$ cat src/rtl/alu_srcb_pkg.sv
// Shared select encoding and default widths for the ALU operand-B stage.
package alu_srcb_pkg;

    typedef enum logic [2:0] {
        SEL_B        = 3'd0,
        SEL_PCINC    = 3'd1,
        SEL_SEXT     = 3'd2,
        SEL_SEXT_SL2 = 3'd3,
        SEL_ONE      = 3'd4,
        SEL_ZEXT     = 3'd5,
        SEL_UPPER    = 3'd6,
        SEL_RSVD     = 3'd7
    } sel_e;

    localparam int DEF_DATA_W = 32;
    localparam int DEF_IMM_W  = 16;
    localparam int DEF_PC_INC = 4;

endpackage

$ cat src/rtl/alu_srcb_skid.sv
// Two-entry skid buffer: output register plus one skid register.
// in_ready is a flop that mirrors the next skid occupancy, so the upstream
// side never sees a combinational path from out_ready.
module alu_srcb_skid #(
    parameter int PW = 33
) (
    input  logic          clk,
    input  logic          reset,
    input  logic          in_valid,
    output logic          in_ready,
    input  logic [PW-1:0] in_data,
    output logic          out_valid,
    input  logic          out_ready,
    output logic [PW-1:0] out_data
);

    logic          out_valid_q, out_valid_d;
    logic [PW-1:0] out_pay_q, out_pay_d;
    logic          skid_valid_q, skid_valid_d;
    logic [PW-1:0] skid_pay_q, skid_pay_d;
    logic          in_ready_q, in_ready_d;
    logic          accept;
    logic          load_out;

    // Next-state for both entries; the skid entry always has priority into the
    // output register so ordering is preserved.
    always_comb begin
        out_valid_d  = out_valid_q;
        out_pay_d    = out_pay_q;
        skid_valid_d = skid_valid_q;
        skid_pay_d   = skid_pay_q;
        accept       = in_valid && in_ready_q;
        load_out     = !out_valid_q || out_ready;

        if (load_out) begin
            if (skid_valid_q) begin
                // in_ready_q is low whenever skid is full, so no accept here.
                out_pay_d    = skid_pay_q;
                out_valid_d  = 1'b1;
                skid_valid_d = 1'b0;
            end else if (accept) begin
                out_pay_d   = in_data;
                out_valid_d = 1'b1;
            end else begin
                out_valid_d = 1'b0;
            end
        end else if (accept) begin
            skid_pay_d   = in_data;
            skid_valid_d = 1'b1;
        end

        in_ready_d = !skid_valid_d;
    end

    // State registers with synchronous reset; reset discards both entries.
    always_ff @(posedge clk) begin
        if (reset) begin
            out_valid_q  <= 1'b0;
            out_pay_q    <= '0;
            skid_valid_q <= 1'b0;
            skid_pay_q   <= '0;
            in_ready_q   <= 1'b1;
        end else begin
            out_valid_q  <= out_valid_d;
            out_pay_q    <= out_pay_d;
            skid_valid_q <= skid_valid_d;
            skid_pay_q   <= skid_pay_d;
            in_ready_q   <= in_ready_d;
        end
    end

    assign in_ready  = in_ready_q;
    assign out_valid = out_valid_q;
    assign out_data  = out_pay_q;

endmodule

$ cat src/rtl/alu_srcb_stage.sv
// ALU operand-B select stage: combinational decode of the select code into a
// DATA_W operand, registered through a two-entry skid buffer, plus a sticky
// flag recording acceptance of the reserved select.
module alu_srcb_stage
    import alu_srcb_pkg::*;
#(
    parameter int DATA_W = DEF_DATA_W,
    parameter int IMM_W  = DEF_IMM_W,
    parameter int PC_INC = DEF_PC_INC
) (
    input  logic              clk,
    input  logic              reset,
    input  logic              in_valid,
    output logic              in_ready,
    input  logic [2:0]        sel,
    input  logic [DATA_W-1:0] b,
    input  logic [IMM_W-1:0]  imm,
    output logic              out_valid,
    input  logic              out_ready,
    output logic [DATA_W-1:0] out_data,
    output logic              out_sel_err,
    input  logic              err_clr,
    output logic              err_sticky
);

    localparam int PW = DATA_W + 1;

    logic [DATA_W-1:0] imm_sext;
    logic [DATA_W-1:0] imm_zext;
    logic [DATA_W-1:0] dec_data;
    logic              dec_err;
    logic [PW-1:0]     skid_out;
    logic              accept;
    logic              err_sticky_q, err_sticky_d;

    // Operand decode; shifts are done at DATA_W so overflow bits fall off.
    always_comb begin
        imm_sext = {{(DATA_W-IMM_W){imm[IMM_W-1]}}, imm};
        imm_zext = {{(DATA_W-IMM_W){1'b0}}, imm};
        dec_data = '0;
        dec_err  = 1'b0;
        case (sel_e'(sel))
            SEL_B:        dec_data = b;
            SEL_PCINC:    dec_data = DATA_W'(PC_INC);
            SEL_SEXT:     dec_data = imm_sext;
            SEL_SEXT_SL2: dec_data = imm_sext << 2;
            SEL_ONE:      dec_data = DATA_W'(1);
            SEL_ZEXT:     dec_data = imm_zext;
            SEL_UPPER:    dec_data = {imm, {(DATA_W-IMM_W){1'b0}}};
            SEL_RSVD:     dec_err  = 1'b1;
            default:      dec_err  = 1'b1;
        endcase
    end

    alu_srcb_skid #(.PW(PW)) u_skid (
        .clk       (clk),
        .reset     (reset),
        .in_valid  (in_valid),
        .in_ready  (in_ready),
        .in_data   ({dec_err, dec_data}),
        .out_valid (out_valid),
        .out_ready (out_ready),
        .out_data  (skid_out)
    );

    assign out_sel_err = skid_out[DATA_W];
    assign out_data    = skid_out[DATA_W-1:0];

    // Sticky error next-state: a new reserved acceptance wins over a clear.
    always_comb begin
        accept       = in_valid && in_ready;
        err_sticky_d = err_sticky_q;
        if (accept && dec_err) begin
            err_sticky_d = 1'b1;
        end else if (err_clr) begin
            err_sticky_d = 1'b0;
        end
    end

    // Sticky error register.
    always_ff @(posedge clk) begin
        if (reset) begin
            err_sticky_q <= 1'b0;
        end else begin
            err_sticky_q <= err_sticky_d;
        end
    end

    assign err_sticky = err_sticky_q;

endmodule

$ cat config.mk
export PLATFORM = sky130hd
export DESIGN_NAME = alu_srcb_stage
export DESIGN_NICKNAME = d
export VERILOG_FILES = /design/src/rtl/alu_srcb_pkg.sv /design/src/rtl/alu_srcb_skid.sv /design/src/rtl/alu_srcb_stage.sv
export SDC_FILE = /design/constraint.sdc
export NUM_CORES = 1
export LEC_CHECK = 0
export ABC_AREA = 1
export CORE_ASPECT_RATIO = 1.4
export CORE_UTILIZATION = 30
export DETAILED_ROUTE_END_ITERATION = 8
export PLACE_DENSITY = 0.59
export SYNTH_ARGS = -nofsm -noshare
export SYNTH_HDL_FRONTEND = slang
export SYNTH_SLANG_ARGS = --single-unit
$ cat constraint.sdc
create_clock -name clk -period 1.8 [get_ports clk]
set_clock_uncertainty 0.15 [all_clocks]
set_input_delay 0.36 -clock clk [delete_from_list [all_inputs] [get_ports clk]]
set_output_delay 0.36 -clock clk [all_outputs]
set_load 0.02 [all_outputs]
==> results_dict.tcl, run 1 <==
set metrics [dict create \
    status "finished clean" \
    synthCells 520 \
    synthSimpleGateAreaFrac 0.2879 \
    area_growth_pct 50.44 \
    wl_per_cell_um 15.60 \
    path_max_fanout 2 \
    fin_hold_ws_ns 0.3266 \
    initial_core_util 0.3111 \
    whs_endpoint "err_sticky" \
    pre_cts_slack_ns -0.2332 \
    crit_path_start "u_skid.out_data[18]" \
    ys_seq_area_frac 0.4103 \
    crit_chain "clkdlybuf4s50_1" \
    setup_viol 0 \
    power_switching_uw 1214 \
    die_w_um 92.18 \
    synth-adder-area-share 0 \
    p_clk_frac 0.450 \
    yosysTopAreaCell "dfxtp_1" \
    fin_ws_ns 0.03440 \
    drt_iter0_markers 159 \
    grt_pass1_vias 3797 \
    postCtsSetupRepairBufs 0 \
    num_rows 45 \
    cts-htree-levels 3 \
    yosys_register_bits 70 \
    antenna_found_initial 0 \
    drt-total-wl_mm 12.03 \
    rsz0062_at_grt "false" \
    antenna_cells 0 \
    cp.arrival_ns 1.26 \
    drv_slew 0 \
    grt_usage 0.2148 \
    grt_overflow_total 0 \
    max_freq_mhz 566.4 \
    synth_top_family_by_area "simple AND/OR/NAND/NOR gates" \
    cts_buffers 9 \
    clockRootBuffer "clkbuf_16" \
    crit_buf_inv 1 \
    synth_area_leaders "dfxtp_1, nand2_1, a21oi_1, o21ai_0, nor2_1" \
    syn-num-nets 576 \
    cap_viol_max_count 0 \
    worstSetupPathType "reg -> out" \
    place_area_um2 4745 \
    num-fill-cells 1128 \
    netlist_area_um2 3416 \
    cpMaxStageDelayCell "clkdlybuf4s50_1" \
    p_int_uw 3480 \
    reg2reg_from "u_skid.out_valid" \
    drtAntennaViolNets 0 \
    grt_pass1_wl_mm 19.56 \
    leakage_uw 0.002585 \
    ios 92 \
    synth_xor_area_frac 0 \
    grt_max_degree 33 \
    ir_worst_vdd_mv 0.5266 \
    clk_latency_ns 0.33 \
    tns_ns 0 \
    numPortBuffers 91 \
    syn_avg_cell_area_um2 6.569 \
    fp.dieH_um 128.3 \
    power_density_nw_per_um2 913.4 \
    p_comb_frac 0.187 \
    tightest_slew_ns 0.3924 \
    drc 0 \
    clkSinkCount 70 \
    cts.path.max_buffers 2 \
    via_per_inst 4.974 \
    dp_hpwl_mm 8.513 \
    reg2reg_slack_ns 0.34 \
    rr_endpoint "u_skid.skid_pay_q[7]" \
    synthDistinctLibCells 20 \
    hold_violations 0 \
    crit_family "buffers and inverters" \
    coreArea_um2 10980 \
    place.gp.congestion 0.8501 \
    startpoint_type "register" \
    layout-drive-gt1-share 0.1063 \
    ctsHoldBuffers 0 \
    hold_path_class "reg -> reg" \
    vias 3835 \
    max_stage_delay_ns 0.60 \
    drtPass1Iterations 6 \
    synth_top_area_share 0.4103 \
    synthArstFlopShare 0 \
    cts_tree "yes" \
    holdCritStartpoint "err_sticky" \
    required_ns 1.29 \
    timing.final.crit_period_ns 1.766 \
    nets 681 \
    finalCritPeriodShare 0.9809 \
    synth_edf_count 0 \
    ys.flop_type "dfxtp_1" \
    cp-end-kind "output port" \
    die-area_um2 11820 \
    clk_pin_slew_worst_paths_ns 0.06 \
    synthMuxAreaShare 0 \
    yosysWarnings 0 \
    sequentialPowerShare 0.362 \
    final_cell_area_um2 5139 \
    utilization 0.4680 \
    r2r_cells 8 \
    synth-compound-area-share 0.2136 \
    holdPathStages 2 \
    p_sw_frac 0.2585 \
    slew_headroom 0.7384 \
]
==> stage by stage <==
| step | total power (uW) | cells |
|---|---|---|
| 3_5_place_dp | 2639 | 755 |
| 2_1_floorplan | 2162 | 520 |
| 4_1_cts | 4750 | 771 |
| 3_3_place_gp | 2635 | 755 |
| 6_report | 4694 | 771 |
| 5_1_grt | 4904 | 771 |
==> per-layer routing <==
metal / global-route usage / wire length (um)
met2: 0.3639 / 6029
met3: 0.02966 / 556
met5: 0 / 0
met4: 0.1176 / 399
met1: 0.2611 / 5045
==> logic make-up after synthesis <==
| family | after synthesis |
|---|---|
| flip-flops | 70 |
| AO/OA/AOI/OAI | 145 |
| buffers and inverters | 74 |
| AND/OR/NAND/NOR | 231 |
==> how the worst max path moves through the flow <==
| stage | cells after the start | to | slack [ns] |
|---|---|---|---|
| floorplan | 8 | u_skid.skid_pay_q[0] | 0.22 |
| global placement | 8 | u_skid.out_data[3] | -0.21 |
| detailed placement | 9 | u_skid.skid_pay_q[11] | -0.23 |
| CTS | 1 | out_data[28] | 0.002 |
| global route | 1 | out_data[18] | 0.0007 |
| finish | 1 | out_data[18] | 0.03 |
==> power by group through the flow <==
stage	combinational [uW]	clock (uW)	sequential, uW
3_5_place_dp	901	0	1740
6_report	879	2110	1700
3_3_place_gp	899	0	1740
2_1_floorplan	352	0	1810
5_1_grt	962	2230	1710
4_1_cts	892	2160	1700
==> cells in the final DEF, fill, tap and decap left out <==
master / instances
buf_4: 33
nor2_1: 52
nor3_2: 1
inv_6: 1
nor3_1: 1
nand3b_1: 1
dlygate4sd2_1: 12
clkbuf_16: 9
bufinv_16: 3
a21oi_1: 75
o21ai_0: 44
clkbuf_8: 2
nand4_1: 24
clkdlybuf4s50_1: 58
dfxtp_1: 70
clkinv_2: 1
nand2_1: 118
nor2_2: 2
a211oi_1: 1
inv_2: 7
o21ai_1: 24
nand3_1: 32
dlymetal6s2s_1: 21
a31oi_1: 1
inv_1: 29
buf_12: 8
==> registers in the layout (all words and copies together) (netlist names) <==
signal,count
u_skid.skid_valid_q,1
u_skid.in_ready,1
u_skid.out_valid,1
u_skid.out_data,33
err_sticky,1
u_skid.skid_pay_q,33
==> Yosys cell counts, types with 3 or more instances <==
library cell	n
nand2_1	118
a21oi_1	75
dfxtp_1	70
nor2_1	52
o21ai_0	44
nand3_1	32
inv_1	29
clkbuf_1	24
nand4_1	24
o21ai_1	24
buf_2	10
inv_2	7
buf_4	3
==> timing repair <==
action,4_1_cts,5_1_grt
hold endpoints to repair,0,0
endpoints found under the setup margin,12,41
gates resized for setup,12,21
==> layout make-up <==
cell class                 count  area [um2]  share of cell area
multi-input combinational    376        1713              0.3333
timing repair buffer         132        1356              0.2639
tap                          141       176.4             0.03433
sequential                    70        1401              0.2727
clock buffer                  11       252.7             0.04918
clock inverter                 5       103.9             0.02021
inverter                      36       135.1             0.02630
Note: power is estimated with default switching activity, not from simulation.
==> inputs of run 2 (changes only) <==
--- a/config.mk
+++ b/config.mk
@@ -9,7 +9,8 @@
 export CORE_ASPECT_RATIO = 1.4
 export CORE_UTILIZATION = 30
 export DETAILED_ROUTE_END_ITERATION = 8
-export PLACE_DENSITY = 0.59
+export PLACE_DENSITY = 0.57
 export SYNTH_ARGS = -nofsm -noshare
 export SYNTH_HDL_FRONTEND = slang
+export SYNTH_HIERARCHICAL = 1
 export SYNTH_SLANG_ARGS = --single-unit
==> run 2 against run 1 <==
Final area is 16% higher. Die area increased by 20%. Count of clock-buffer cells in the layout fell by 2. Power decreased by 4.4%. Core utilization is 2.4 points lower. Critical path depth did not move. Fmax fell by 0.13%. Highest routed layer unchanged. Worst setup slack worse by 0.0023 ns. Via count rose by 14%. Hold slack better by 0.0049 ns. Sequential share of layout area is 3.7 points lower. Synthesized cell count is 36% higher.
==> results_dict.tcl, run 2 <==
set metrics [dict create \
    cts_buffers 9 \
    fp.dieH_um 140.4 \
    leakage_uw 0.003117 \
    num_rows 50 \
    timing.final.crit_period_ns 1.768 \
    cp-end-kind "output port" \
    grt_max_degree 32 \
    fin_hold_ws_ns 0.3316 \
    drc 0 \
    die_w_um 100.9 \
    area_growth_pct 44.85 \
    synth.most_common_cell "nand2_1" \
    drtPass1Iterations 5 \
    synthDistinctLibCells 18 \
    holdCritStartpoint "u_skid/skid_pay_q[23]" \
    initial_core_util 0.3067 \
    ios 92 \
    clockRootBuffer "clkbuf_16" \
    wl_per_cell_um 11.71 \
    status "finished clean" \
    power_density_nw_per_um2 754.3 \
    synth_top_area_share 0.3413 \
    yosys_register_bits 70 \
    startpoint_type "register" \
    cp.arrival_ns 1.26 \
    clk_pin_slew_worst_paths_ns 0.06 \
    grt_usage 0.1747 \
    grt_pass1_wl_mm 19.35 \
    slew_headroom 0.7706 \
    nets 881 \
    drt_iter0_markers 209 \
    tightest_slew_ns 0.3440 \
    worstSetupPathType "reg -> out" \
    yosysWarnings 6 \
    via_per_inst 4.315 \
    mostFrequentLayoutCells "nand2_1, nor2_1, inv_1, dfxtp_1, clkdlybuf4s50_1" \
    hold_path_class "reg -> reg" \
    hold_violations 0 \
    place.gp.congestion 0.9091 \
    cts.path.max_buffers 2 \
    ys_seq_area_frac 0.3413 \
    path_max_fanout 2 \
    synth_area_leaders "dfxtp_1, nand2_1, nor2_1, inv_1, nand4_1" \
    required_ns 1.29 \
    synthCells 708 \
    finalCritPeriodShare 0.9822 \
    cap_viol_max_count 0 \
    drtAntennaViolNets 0 \
    grt_overflow_total 0 \
    ir_worst_vdd_mv 0.3572 \
    syn_avg_cell_area_um2 5.800 \
    ys.flop_type "dfxtp_1" \
    clkSinkCount 70 \
    crit_family "buffers and inverters" \
    antenna_cells 0 \
    syn-num-nets 764 \
    numPortBuffers 91 \
    synthArstFlopShare 0 \
    synth_edf_count 0 \
    yosys-top-cells-count "nand2_1, nor2_1, inv_1" \
    antenna_found_initial 0 \
    netlist_area_um2 4106 \
    grt_pass1_vias 3904 \
    final_common_cell "nand2_1" \
    coreArea_um2 13390 \
    max_stage_delay_ns 0.60 \
    rsz0062_at_grt "false" \
    dp_hpwl_mm 9.004 \
    num-fill-cells 1491 \
    crit_path_start "u_skid/out_data[27]" \
    vias 4367 \
    yosysTopAreaCell "dfxtp_1" \
    reg2reg_from "u_skid/skid_valid_q" \
    cts-htree-levels 3 \
    layout-drive-gt1-share 0.1120 \
    utilization 0.4443 \
    crit_chain "clkdlybuf4s50_1" \
    drt-total-wl_mm 11.85 \
    ctsHoldBuffers 0 \
    cpMaxStageDelayCell "clkdlybuf4s50_1" \
    clk_latency_ns 0.34 \
    setup_viol 0 \
    drv_slew 0 \
    max_freq_mhz 565.6 \
    crit_buf_inv 1 \
    die-area_um2 14170 \
    cts_tree "yes" \
]
## run 2: cell types whose count changed in the layout (fill, tap and decap cells not counted), moves of 4 or more
cell     before  now
nand2_1     118  236
o21ai_1      24    9
a21oi_1      75    1
buf_4        33   47
nand3_1      32   36
inv_1        29   96
nor2_1       52  137
nand4_1      24   35
o21ai_0      44   26
## run 2: logic make-up after synthesis
group | count (synthesis) | share of synthesized area
and+or+nand+nor | 455 | 0.4580
buffers and inverters | 146 | 0.1557
AOI/OAI and AO/OA | 37 | 0.04509
DFF | 70 | 0.3413
## run 2: layout make-up
type                       count  area [um2]  area share
clock buffer                   9       225.2     0.03786
multi-input combinational    492        2092      0.3517
timing repair buffer         152        1554      0.2613
tap                          182       227.7     0.03828
clock inverter                 7       71.32     0.01199
inverter                     100       375.4     0.06310
sequential                    70        1403      0.2358
## run 2: stage by stage
step	worst slack [ns]	power, uW	instance area [um2]	std cells	TNS, ns
final	0.03207	4487	5948	1012	0
after global routing	0.002795	4740	5948	1012	0
after CTS	-0.04241	4542	5813	1007	-0.1495
after detailed placement	-0.4473	2760	5513	988	-19.27
after global placement	-0.4463	2760	5513	988	-17.98
after floorplan	0.2621	2282	4106	708	0
## run 2: power by group
| group | internal [uW] | switching, uW | leakage [uW] |
|---|---|---|---|
| combinational | 464 | 552 | 0.00239 |
| clock | 1080 | 694 | 0.000150 |
| sequential | 1650 | 51.3 | 0.000575 |
| total | 3190 | 1300 | 0.00312 |
## run 2: what timing repair did
item | in CTS | in global routing
endpoints found under the hold margin | 0 | 0
cloned | 0 | 1
gates resized for setup | 20 | 32
pin swaps | 0 | 1
setup buffers | 3 | 4
setup endpoints to repair | 32 | 66
## run 2: metal layers
| metal | part of all wire | global-route usage | vias to the layer above |
|---|---|---|---|
| met5 | 0 | 0 | - |
| met4 | 0.025 | 0.06865 | 0 |
| met3 | 0.039 | 0.03393 | 19 |
| met2 | 0.47 | 0.2833 | 111 |
| met1 | 0.47 | 0.2262 | 1857 |
| li1 | - | - | 2380 |
## run 2: final timing paths
path,to,slack [ns],cells past startpoint
worst max register to register,u_skid/out_data[3],0.32,6
worst min register to register,u_skid/skid_pay_q[23],0.33,2
worst max-delay path,out_data[27],0.03,1
worst min-delay path,u_skid/skid_pay_q[23],0.33,2
==> inputs of run 3 (changes only) <==
--- a/config.mk
+++ b/config.mk
@@ -10,6 +10,7 @@
 export CORE_UTILIZATION = 30
 export DETAILED_ROUTE_END_ITERATION = 8
 export PLACE_DENSITY = 0.57
+export SLEW_MARGIN = 20
 export SYNTH_ARGS = -nofsm -noshare
 export SYNTH_HDL_FRONTEND = slang
 export SYNTH_HIERARCHICAL = 1
==> results of run 3 <==
Same layout as run 2: the final DEF is identical, and so are final timing and power.
